[src/rtl/bus_pkg.sv]
// Shared types and constants for the bus master port: FSM state encoding,
// RW bit values and default widths.
package bus_pkg;

  localparam int SLAVE_SEL_W = 2;
  localparam int DEF_ADDR_W  = 12;
  localparam int DEF_DATA_W  = 8;

  localparam logic RW_READ  = 1'b0;
  localparam logic RW_WRITE = 1'b1;

  typedef enum logic [2:0] {
    ST_IDLE,
    ST_REQ,
    ST_SEND_RW,
    ST_SEND_ADDR,
    ST_SEND_DATA,
    ST_WAIT_ACK,
    ST_RECV_DATA,
    ST_DONE
  } state_t;

  function automatic int max_int(input int a, input int b);
    return (a > b) ? a : b;
  endfunction

endpackage

[src/rtl/bus_piso_sipo.sv]
// Shared serial shift register with bit counter: parallel load then shift out
// LSB first, or shift in LSB first with the newest bit entering at the MSB.
module bus_piso_sipo #(
  parameter int W     = 10,
  parameter int OUT_W = 8,
  parameter int CNT_W = 4
) (
  input  logic             i_clk,
  input  logic             i_rst,
  input  logic             i_load,
  input  logic [W-1:0]     i_load_data,
  input  logic             i_shift_out,
  input  logic             i_shift_in,
  input  logic             i_din,
  input  logic             i_cnt_clr,
  output logic             o_dout,
  output logic [OUT_W-1:0] o_word,
  output logic [CNT_W-1:0] o_cnt
);

  logic [W-1:0]     r_sr;
  logic [CNT_W-1:0] r_cnt;

  always_ff @(posedge i_clk or posedge i_rst) begin
    if (i_rst) begin
      r_sr  <= '0;
      r_cnt <= '0;
    end else begin
      if (i_load) begin
        r_sr <= i_load_data;
      end else if (i_shift_out) begin
        r_sr <= {1'b0, r_sr[W-1:1]};
      end else if (i_shift_in) begin
        r_sr <= {i_din, r_sr[W-1:1]};
      end

      if (i_cnt_clr) begin
        r_cnt <= '0;
      end else if (i_shift_out || i_shift_in) begin
        r_cnt <= r_cnt + 1'b1;
      end
    end
  end

  assign o_dout = r_sr[0];
  // Word as it will stand after the current shift-in, so the final bit can be
  // captured on the same edge it arrives.
  assign o_word = {i_din, r_sr[W-1 -: OUT_W-1]};
  assign o_cnt  = r_cnt;

endmodule

[src/rtl/bus_master_port.sv]
// Master-side serial bus port: request/grant handshake, RW/address/data
// serialisation and response collection. Optional wait timeout: BUS_MASTER_TIMEOUT_EN.
module bus_master_port
  import bus_pkg::*;
#(
  parameter int ADDR_W  = DEF_ADDR_W,
  parameter int DATA_W  = DEF_DATA_W,
  parameter int TIMEOUT = 255
) (
  input  logic                   i_clk,
  input  logic                   i_rst,
  input  logic                   i_start,
  input  logic                   i_rw,
  input  logic [ADDR_W-1:0]      i_addr,
  input  logic [DATA_W-1:0]      i_wdata,
  output logic [DATA_W-1:0]      o_rdata,
  output logic                   o_rdata_valid,
  output logic                   o_busy,
  output logic                   o_done,
  output logic                   o_err,
  output logic                   o_request,
  output logic [SLAVE_SEL_W-1:0] o_slave_sel,
  input  logic                   i_grant,
  output logic                   o_trans_done,
  output logic                   o_bus_dout,
  output logic                   o_bus_dvalid,
  input  logic                   i_bus_din,
  input  logic                   i_bus_din_valid,
  input  logic                   i_slave_ready
);

  localparam int AW    = ADDR_W - SLAVE_SEL_W;
  localparam int SR_W  = max_int(AW, DATA_W);
  localparam int CNT_W = (SR_W > 1) ? $clog2(SR_W) : 1;
  localparam logic [CNT_W-1:0] ADDR_LAST = CNT_W'(AW - 1);
  localparam logic [CNT_W-1:0] DATA_LAST = CNT_W'(DATA_W - 1);

  state_t            r_state;
  state_t            w_state_next;
  logic              r_rw;
  logic [ADDR_W-1:0] r_addr;
  logic [DATA_W-1:0] r_wdata;
  logic [DATA_W-1:0] r_rdata;
  logic              r_err;
  logic              r_no_td;

  logic              w_capture;
  logic              w_set_err;
  logic              w_set_no_td;
  logic              w_rdata_load;
  logic              w_load;
  logic [SR_W-1:0]   w_load_data;
  logic              w_shift_out;
  logic              w_shift_in;
  logic              w_cnt_clr;
  logic              w_sr_dout;
  logic [DATA_W-1:0] w_sr_word;
  logic [CNT_W-1:0]  w_cnt;

  // Counters restart on every state change.
  assign w_cnt_clr = (w_state_next != r_state);

  bus_piso_sipo #(
    .W     (SR_W),
    .OUT_W (DATA_W),
    .CNT_W (CNT_W)
  ) u_shift (
    .i_clk       (i_clk),
    .i_rst       (i_rst),
    .i_load      (w_load),
    .i_load_data (w_load_data),
    .i_shift_out (w_shift_out),
    .i_shift_in  (w_shift_in),
    .i_din       (i_bus_din),
    .i_cnt_clr   (w_cnt_clr),
    .o_dout      (w_sr_dout),
    .o_word      (w_sr_word),
    .o_cnt       (w_cnt)
  );

`ifdef BUS_MASTER_TIMEOUT_EN
  localparam int TW = $clog2(TIMEOUT + 1);
  logic [TW-1:0] r_wait;
  logic          w_wait_en;
  logic          w_timeout;

  assign w_wait_en = (r_state == ST_REQ) || (r_state == ST_WAIT_ACK) ||
                     (r_state == ST_RECV_DATA);
  assign w_timeout = (r_wait == TW'(TIMEOUT - 1));

  always_ff @(posedge i_clk or posedge i_rst) begin
    if (i_rst) begin
      r_wait <= '0;
    end else if (w_cnt_clr || i_bus_din_valid) begin
      r_wait <= '0;
    end else if (w_wait_en) begin
      r_wait <= r_wait + 1'b1;
    end
  end
`else
  logic w_unused_timeout;
  assign w_unused_timeout = (TIMEOUT != 0);
`endif

  always_ff @(posedge i_clk or posedge i_rst) begin
    if (i_rst) begin
      r_state <= ST_IDLE;
      r_rw    <= 1'b0;
      r_addr  <= '0;
      r_wdata <= '0;
      r_rdata <= '0;
      r_err   <= 1'b0;
      r_no_td <= 1'b0;
    end else begin
      r_state <= w_state_next;
      if (w_capture) begin
        r_rw    <= i_rw;
        r_addr  <= i_addr;
        r_wdata <= i_wdata;
        r_err   <= 1'b0;
        r_no_td <= 1'b0;
      end
      if (w_set_err)    r_err   <= 1'b1;
      if (w_set_no_td)  r_no_td <= 1'b1;
      if (w_rdata_load) r_rdata <= w_sr_word;
    end
  end

  always_comb begin
    w_state_next = r_state;
    w_capture    = 1'b0;
    w_set_err    = 1'b0;
    w_set_no_td  = 1'b0;
    w_rdata_load = 1'b0;
    w_load       = 1'b0;
    w_load_data  = SR_W'(r_addr[AW-1:0]);
    w_shift_out  = 1'b0;
    w_shift_in   = 1'b0;
    case (r_state)
      ST_IDLE: begin
        if (i_start) begin
          w_capture    = 1'b1;
          w_state_next = ST_REQ;
        end
      end
      ST_REQ: begin
        if (i_grant) begin
          w_state_next = ST_SEND_RW;
        end
`ifdef BUS_MASTER_TIMEOUT_EN
        else if (w_timeout) begin
          w_state_next = ST_DONE;
          w_set_err    = 1'b1;
          w_set_no_td  = 1'b1;
        end
`endif
      end
      ST_SEND_RW: begin
        w_load = 1'b1;
        if (!i_grant) begin
          w_state_next = ST_DONE;
          w_set_err    = 1'b1;
        end else begin
          w_state_next = ST_SEND_ADDR;
        end
      end
      ST_SEND_ADDR: begin
        w_shift_out = 1'b1;
        if (!i_grant) begin
          w_state_next = ST_DONE;
          w_set_err    = 1'b1;
        end else if (w_cnt == ADDR_LAST) begin
          if (r_rw == RW_WRITE) begin
            w_load       = 1'b1;
            w_load_data  = SR_W'(r_wdata);
            w_state_next = ST_SEND_DATA;
          end else begin
            w_state_next = ST_RECV_DATA;
          end
        end
      end
      ST_SEND_DATA: begin
        w_shift_out = 1'b1;
        if (!i_grant) begin
          w_state_next = ST_DONE;
          w_set_err    = 1'b1;
        end else if (w_cnt == DATA_LAST) begin
          w_state_next = ST_WAIT_ACK;
        end
      end
      ST_WAIT_ACK: begin
        if (!i_grant) begin
          w_state_next = ST_DONE;
          w_set_err    = 1'b1;
        end else if (i_slave_ready) begin
          w_state_next = ST_DONE;
        end
`ifdef BUS_MASTER_TIMEOUT_EN
        else if (w_timeout) begin
          w_state_next = ST_DONE;
          w_set_err    = 1'b1;
        end
`endif
      end
      ST_RECV_DATA: begin
        w_shift_in = i_bus_din_valid;
        if (!i_grant) begin
          w_state_next = ST_DONE;
          w_set_err    = 1'b1;
        end else if (i_bus_din_valid && (w_cnt == DATA_LAST)) begin
          w_rdata_load = 1'b1;
          w_state_next = ST_DONE;
        end
`ifdef BUS_MASTER_TIMEOUT_EN
        else if (w_timeout) begin
          w_state_next = ST_DONE;
          w_set_err    = 1'b1;
        end
`endif
      end
      ST_DONE: begin
        w_state_next = ST_IDLE;
      end
      default: begin
        w_state_next = ST_IDLE;
      end
    endcase
  end

  assign o_request     = (r_state != ST_IDLE);
  assign o_busy        = (r_state != ST_IDLE);
  assign o_slave_sel   = o_request ? r_addr[ADDR_W-1 -: SLAVE_SEL_W] : '0;
  assign o_done        = (r_state == ST_DONE);
  assign o_err         = o_done && r_err;
  assign o_trans_done  = o_done && !r_no_td;
  assign o_rdata_valid = o_done && !r_err && (r_rw == RW_READ);
  assign o_rdata       = r_rdata;
  assign o_bus_dvalid  = (r_state == ST_SEND_RW) || (r_state == ST_SEND_ADDR) ||
                         (r_state == ST_SEND_DATA);
  assign o_bus_dout    = (r_state == ST_SEND_RW) ? r_rw : (o_bus_dvalid && w_sr_dout);

endmodule

[config.mk]
export PLATFORM = sky130hd
export DESIGN_NAME = bus_master_port
export DESIGN_NICKNAME = d
export VERILOG_FILES = /design/src/rtl/bus_pkg.sv /design/src/rtl/bus_piso_sipo.sv /design/src/rtl/bus_master_port.sv
export SDC_FILE = /design/constraint.sdc
export NUM_CORES = 1
export LEC_CHECK = 0
export CORE_AREA = 2 2 70 72
export DETAILED_ROUTE_END_ITERATION = 16
export DIE_AREA = 0 0 72 74
export PLACE_DENSITY_LB_ADDON = 0.2
export SYNTH_ARGS = -nofsm -noshare
export SYNTH_HDL_FRONTEND = slang
export SYNTH_HIERARCHICAL = 1
export SYNTH_SLANG_ARGS = --single-unit
export TNS_END_PERCENT = 50
[constraint.sdc]
create_clock -name i_clk -period 4.8 [get_ports i_clk]
set_clock_uncertainty 0.2 [all_clocks]
set_input_delay 0.48 -clock i_clk [delete_from_list [all_inputs] [get_ports i_clk]]
set_output_delay 0.48 -clock i_clk [all_outputs]
set_load 0.02 [all_outputs]
Word-level counts from Yosys, hierarchy flattened
Cells that the tools add are included.
W data, S select, Z words.
{ "classes": {"add_sub_neg": 1, "eq_ne": 10, "mux": 39, "n_bitwise": 1, "reduce_logical": 16} }
{ "op_table": {"columns": ["cell", "n"], "rows": [
  ["$mux W10", 7],
  ["$mux W3", 11],
  ["$pmux W3 S8", 1],
  ["$mux W1", 15],
  ["$eq A3 B3 Y1 const B", 4],
  ["$mux W4", 2],
  ["$eq A3 B2 Y1 const B", 2],
  ["$reduce_bool A3 Y1", 2],
  ["$logic_and A1 B1 Y1", 5],
  ["$reduce_or A5 Y1", 1],
  ["$add A4 B1 Y4 const B", 1],
  ["$eq A4 B3 Y1 const B", 1],
  ["$eq A4 B4 Y1 const B", 1],
  ["$mux W2", 2],
  ["$reduce_bool A2 Y1", 2],
  ["$eq A3 B1 Y1 const B", 1],
  ["$logic_not A3 Y1", 1],
  ["$logic_or A1 B1 Y1", 3],
  ["$ne A3 B3 Y1", 1],
  ["$pmux W1 S2", 1],
  ["$reduce_or A2 Y1", 1],
  ["$logic_not A1 Y1", 1],
  ["$not A1 Y1", 1]
]} }
{ "totals": {"regBits": 47, "input_bits": 28, "out_inout_bits": 18, "word_cells": 75} }

Depth between registers and ports, before layout
{ "depth": {"ltp_word": 7, "mapped_depth": 8} }

Modules after synthesis
The synthesis kept the hierarchy.
{ "modules_own_cells": {"columns": ["mod", "n_inst", "cells_each", "area_per_inst_um2", "seq_area_each_um2"], "rows": [
  ["bus_master_port", 1, 142, 1715.4, 825.8],
  ["bus_piso_sipo", 1, 70, 706.9, 350.3]
]} }

Least setup slack after synthesis
No wires, ideal clock.
{ "synth_timing": {"kind": "register to output", "start": "reg r_state[0]", "end": "out o_rdata_valid", "arrival_ns": 1.607, "t_required_ns": 4.120, "path_slack_ns": 2.513, "path_stages_with_launch": 4, "n_path_buf": 1, "path_cell_list": "dfrtp_1 -> clkbuf_1 -> and3_1 -> nor3b_1"} }
{ "synth_via": {"elab_chain_cells": 3} }
{ "synth_rtl": {"columns": ["element", "line", "source"], "rows": [
  ["start: declaration", "bus_master_port.sv:38", "state_t r_state;"],
  ["start signal: assignment", "bus_master_port.sv:115", "r_state <= w_state_next;"],
  ["$eq A3 B3 Y1", "bus_master_port.sv:233", "assign o_done = (r_state == ST_DONE);"],
  ["net o_done", "bus_master_port.sv:19", "output logic o_done,"],
  ["$logic_and A1 B1 Y1 (2 in a row)", "bus_master_port.sv:236", "assign o_rdata_valid = o_done && !r_err && (r_rw == RW_READ);"],
  ["end: declaration", "bus_master_port.sv:17", "output logic o_rdata_valid,"]
]} }
The timed path passes the listed nets, and every way through them passes these cells.

Final worst setup path
{ "layout_timing": {"start": "reg r_state[2]", "end": "out o_rdata_valid"} }
{ "layout_via": {"elab_chain_cells": 3} }
{ "layout_rtl": {"columns": ["element", "line"], "rows": [
  ["$eq A3 B3 Y1", "bus_master_port.sv:233"],
  ["$logic_and A1 B1 Y1 (2 in a row)", "bus_master_port.sv:236"]
]} }
Every way passes these cells.

==> run_results.csv <==
group,metric,value,unit
run_status,outcome,"finished clean",
global_route,overflow,0,
yosys,synth_warnings,6,
die,dieArea,5330,um^2
yosys,syn-cell-area,2420,um^2
yosys,ys_seq_area_frac,0.486,
sta,worstMarginPinSlew,720,ps
die,io_pins,46,
power_and_ir_drop,power.leakage,1.31,nW
sta,hold_violations,0,
worst_setup_path,worstPathCellList,"and3_1, nor3b_1, clkdlybuf4s50_1",
yosys,avgSynthCellArea,11.4,um^2
final_layout,final_cell_count_no_fill,301,
yosys,synth.most_common_cell,"dfrtp_1",
final_layout,multi_input_area,1080,um^2
clocking,ctsResizeCount,0,
yosys,synth_top_area_frac,0.486,
placement,place_inst,292,
route,drt-pass1-iter-count,4,
placement,dpl_worst_slack,1850,ps
worst_setup_path,crit_family,"flip-flops",
worst_setup_path,end_kind,"output pin",
clocking,root_buffer,"clkbuf_8",
yosys,syn_inst,212,
global_route,grt_pass1_vias,1562,
clocking,clock_latency,310,ps
global_route,grt_start_max_net_pins,34,
global_route,grt_pass1_wl,7.19,mm
power_and_ir_drop,power,1.61,mW
worst_setup_path,start_kind,"flop",
route,drt-wirelength-per-cell,14.4,um
worst_setup_path,max_stage_delay,740,ps
clocking,cts_tree,"done",
route,routed_via_density,5.22,
yosys,synth_commonest_cells,"dfrtp_1 (47), mux2_2 (28), nand2_1 (19)",
final_layout,drive_gt1_frac,0.235,
route,routed_wl,4.32,mm
sta,slew_violations,0,
clocking,path_clk_slew,90,ps
run,maxCapViolCount,0,
yosys,synth_edf_count,0,
clocking,cts_buffers,5,
die,dieWidth,72,um
power_and_ir_drop,vdd_ir_drop_max,0.264,mV
placement,place_area,2810,um^2
route,drt_iter0_drc,81,
final_layout,fin_area,2940,um^2
yosys,async_reset_ff_frac,1.00,
die,core_area,4600,um^2
min_path,hold_path.class,"flop to flop",
global_route,antenna_found_initial,0,
yosys,synth_top_flop_cell,"dfrtp_1",
sta,fin_crit_sh,0.599,
die,rows,25,
worst_setup_path,critical-path-slowest-cell,"dfrtp_1",
sta,rsz0062_at_grt,"false",
yosys,ys_ff_latch,47,
sta,slew_headroom,0.520,
final_layout,area_growth,21.4,%
worst_setup_path,critPathKind,"flop to output pin",
sta,setup_tns,0,ps
die,dieHeight,74,um
placement,gp_congestion,0.832,
placement,dpl.hpwl,3.02,mm
yosys,synthTopCellsByArea,"dfrtp_1 (49%), mux2_2 (13%), mux2_4 (5.0%)",
power_and_ir_drop,p_per_area,549,nW/um^2
clocking,postCtsSetupBuffers,0,
worst_setup_path,crit_path_max_fanout,17,
sta,max_freq,348,MHz
sta,finalSetupViolations,0,
die,start_util,0.527,
final_layout,seqCellArea,1180,um^2
worst_setup_path,cp_num_buf_inv,1,
route,drcViolationCount,0,
clocking,cts_buffer_depth,2,
clocking,postCtsHoldBufs,0,
final_layout,num-nets-final,275,
yosys,yosysUniqueCellTypes,44,
worst_setup_path,arrival,2190,ps
yosys,syn_nets,241,
yosys,synth_top_area_cell,"dfrtp_1",
sta,min_period,2870,ps
clocking,cts_sinks,47,
clocking,htreeDepth,2,
placement,numPortBuffers,45,
sta,fin_ws,1930,ps
route,drtAntennaViolNets,0,
final_layout,diodes,0,
worst_setup_path,required,4120,ps
global_route,track_usage,0.178,
final_layout,nFillCells,385,
final_layout,fin_util,0.640,
sta,hold_ws,305,ps
route,num_vias,1570,
## worst register-to-register path: cells and delay by family (launching register included)
family	cells	cell delay (ps)
DFF	1	610
AOI/OAI and AO/OA	2	670
and+or+nand+nor	3	960
## flip-flops by register name, indices dropped and copies added, names as in the netlist
| name | cells |
|---|---|
| r_wdata | 8 |
| o_rdata | 8 |
| u_shift/o_cnt | 4 |
| r_err | 1 |
| u_shift/r_sr | 10 |
| r_rw | 1 |
| r_state | 3 |
| r_addr | 12 |
## worst paths after layout
kind                            slack (ps)                            to              startpoint  depth (start not counted)
worst max register to register        2290  u_shift/o_cnt[3]$_DFFE_PP0P_    r_state[0]$_DFF_PP0_                          5
worst min register to register         310        r_addr[10]$_DFFE_PP0P_  r_addr[10]$_DFFE_PP0P_                          1
worst min-delay path                   310        r_addr[10]$_DFFE_PP0P_  r_addr[10]$_DFFE_PP0P_                          1
max in group asynchronous             3670   u_shift/r_sr[7]$_DFFE_PP0P_                   i_rst                          2
worst max-delay path                  1930                 o_rdata_valid    r_state[2]$_DFF_PP0_                          3
min in group asynchronous              350   u_shift/r_sr[3]$_DFFE_PP0P_                   i_rst                          2
## final cells by class
| type | count | area share |
|---|---|---|
| inverter | 6 | 0.00766 |
| tap | 54 | 0.0230 |
| sequential | 47 | 0.400 |
| clock inverter | 3 | 0.0162 |
| timing repair buffer | 48 | 0.162 |
| clock buffer | 5 | 0.0234 |
| multi-input combinational | 138 | 0.368 |
## per-layer routing
layer,vias up,wire (um),GRT usage
met5,-,0,0
met4,0,19,0.0755
met3,4,157,0.0393
met2,35,2030,0.275
met1,740,2110,0.246
li1,791,-,-
## logic make-up (layout without fill, tap and decap cells)
family | Yosys count | after routing | share of synthesized area
buf+inv | 27 | 62 | 0.0677
fa+ha+maj | 1 | 1 | 0.00516
compound gates | 31 | 31 | 0.0728
flops | 47 | 47 | 0.486
xor+xnor | 2 | 2 | 0.00723
simple gates | 56 | 56 | 0.132
mux | 48 | 48 | 0.230
## placed cells by master (no fill, tap or decap), types with 2 or more instances in the layout
cell type | Yosys | final
a21oi_1 | 6 | 6
or2_2 | 3 | 3
nor3b_1 | 2 | 2
inv_1 | 5 | 5
clkbuf_8 | 0 | 5
clkdlybuf4s50_1 | 0 | 45
nand2_1 | 19 | 19
nor3_1 | 2 | 2
mux2_4 | 8 | 8
o21ai_1 | 11 | 11
nor2b_1 | 6 | 6
nor2_1 | 9 | 9
mux2_2 | 28 | 28
mux2i_1 | 11 | 11
xor2_1 | 2 | 2
nand2b_1 | 2 | 2
buf_4 | 12 | 2
o21ai_0 | 6 | 6
dfrtp_1 | 47 | 47
## power breakdown
part,switching (mW),internal [mW],total [mW]
Combinational,0.304,0.336,0.641
Sequential,0.131,0.541,0.672
Clock,0.144,0.158,0.302
Power figures use the tool's default switching activity.
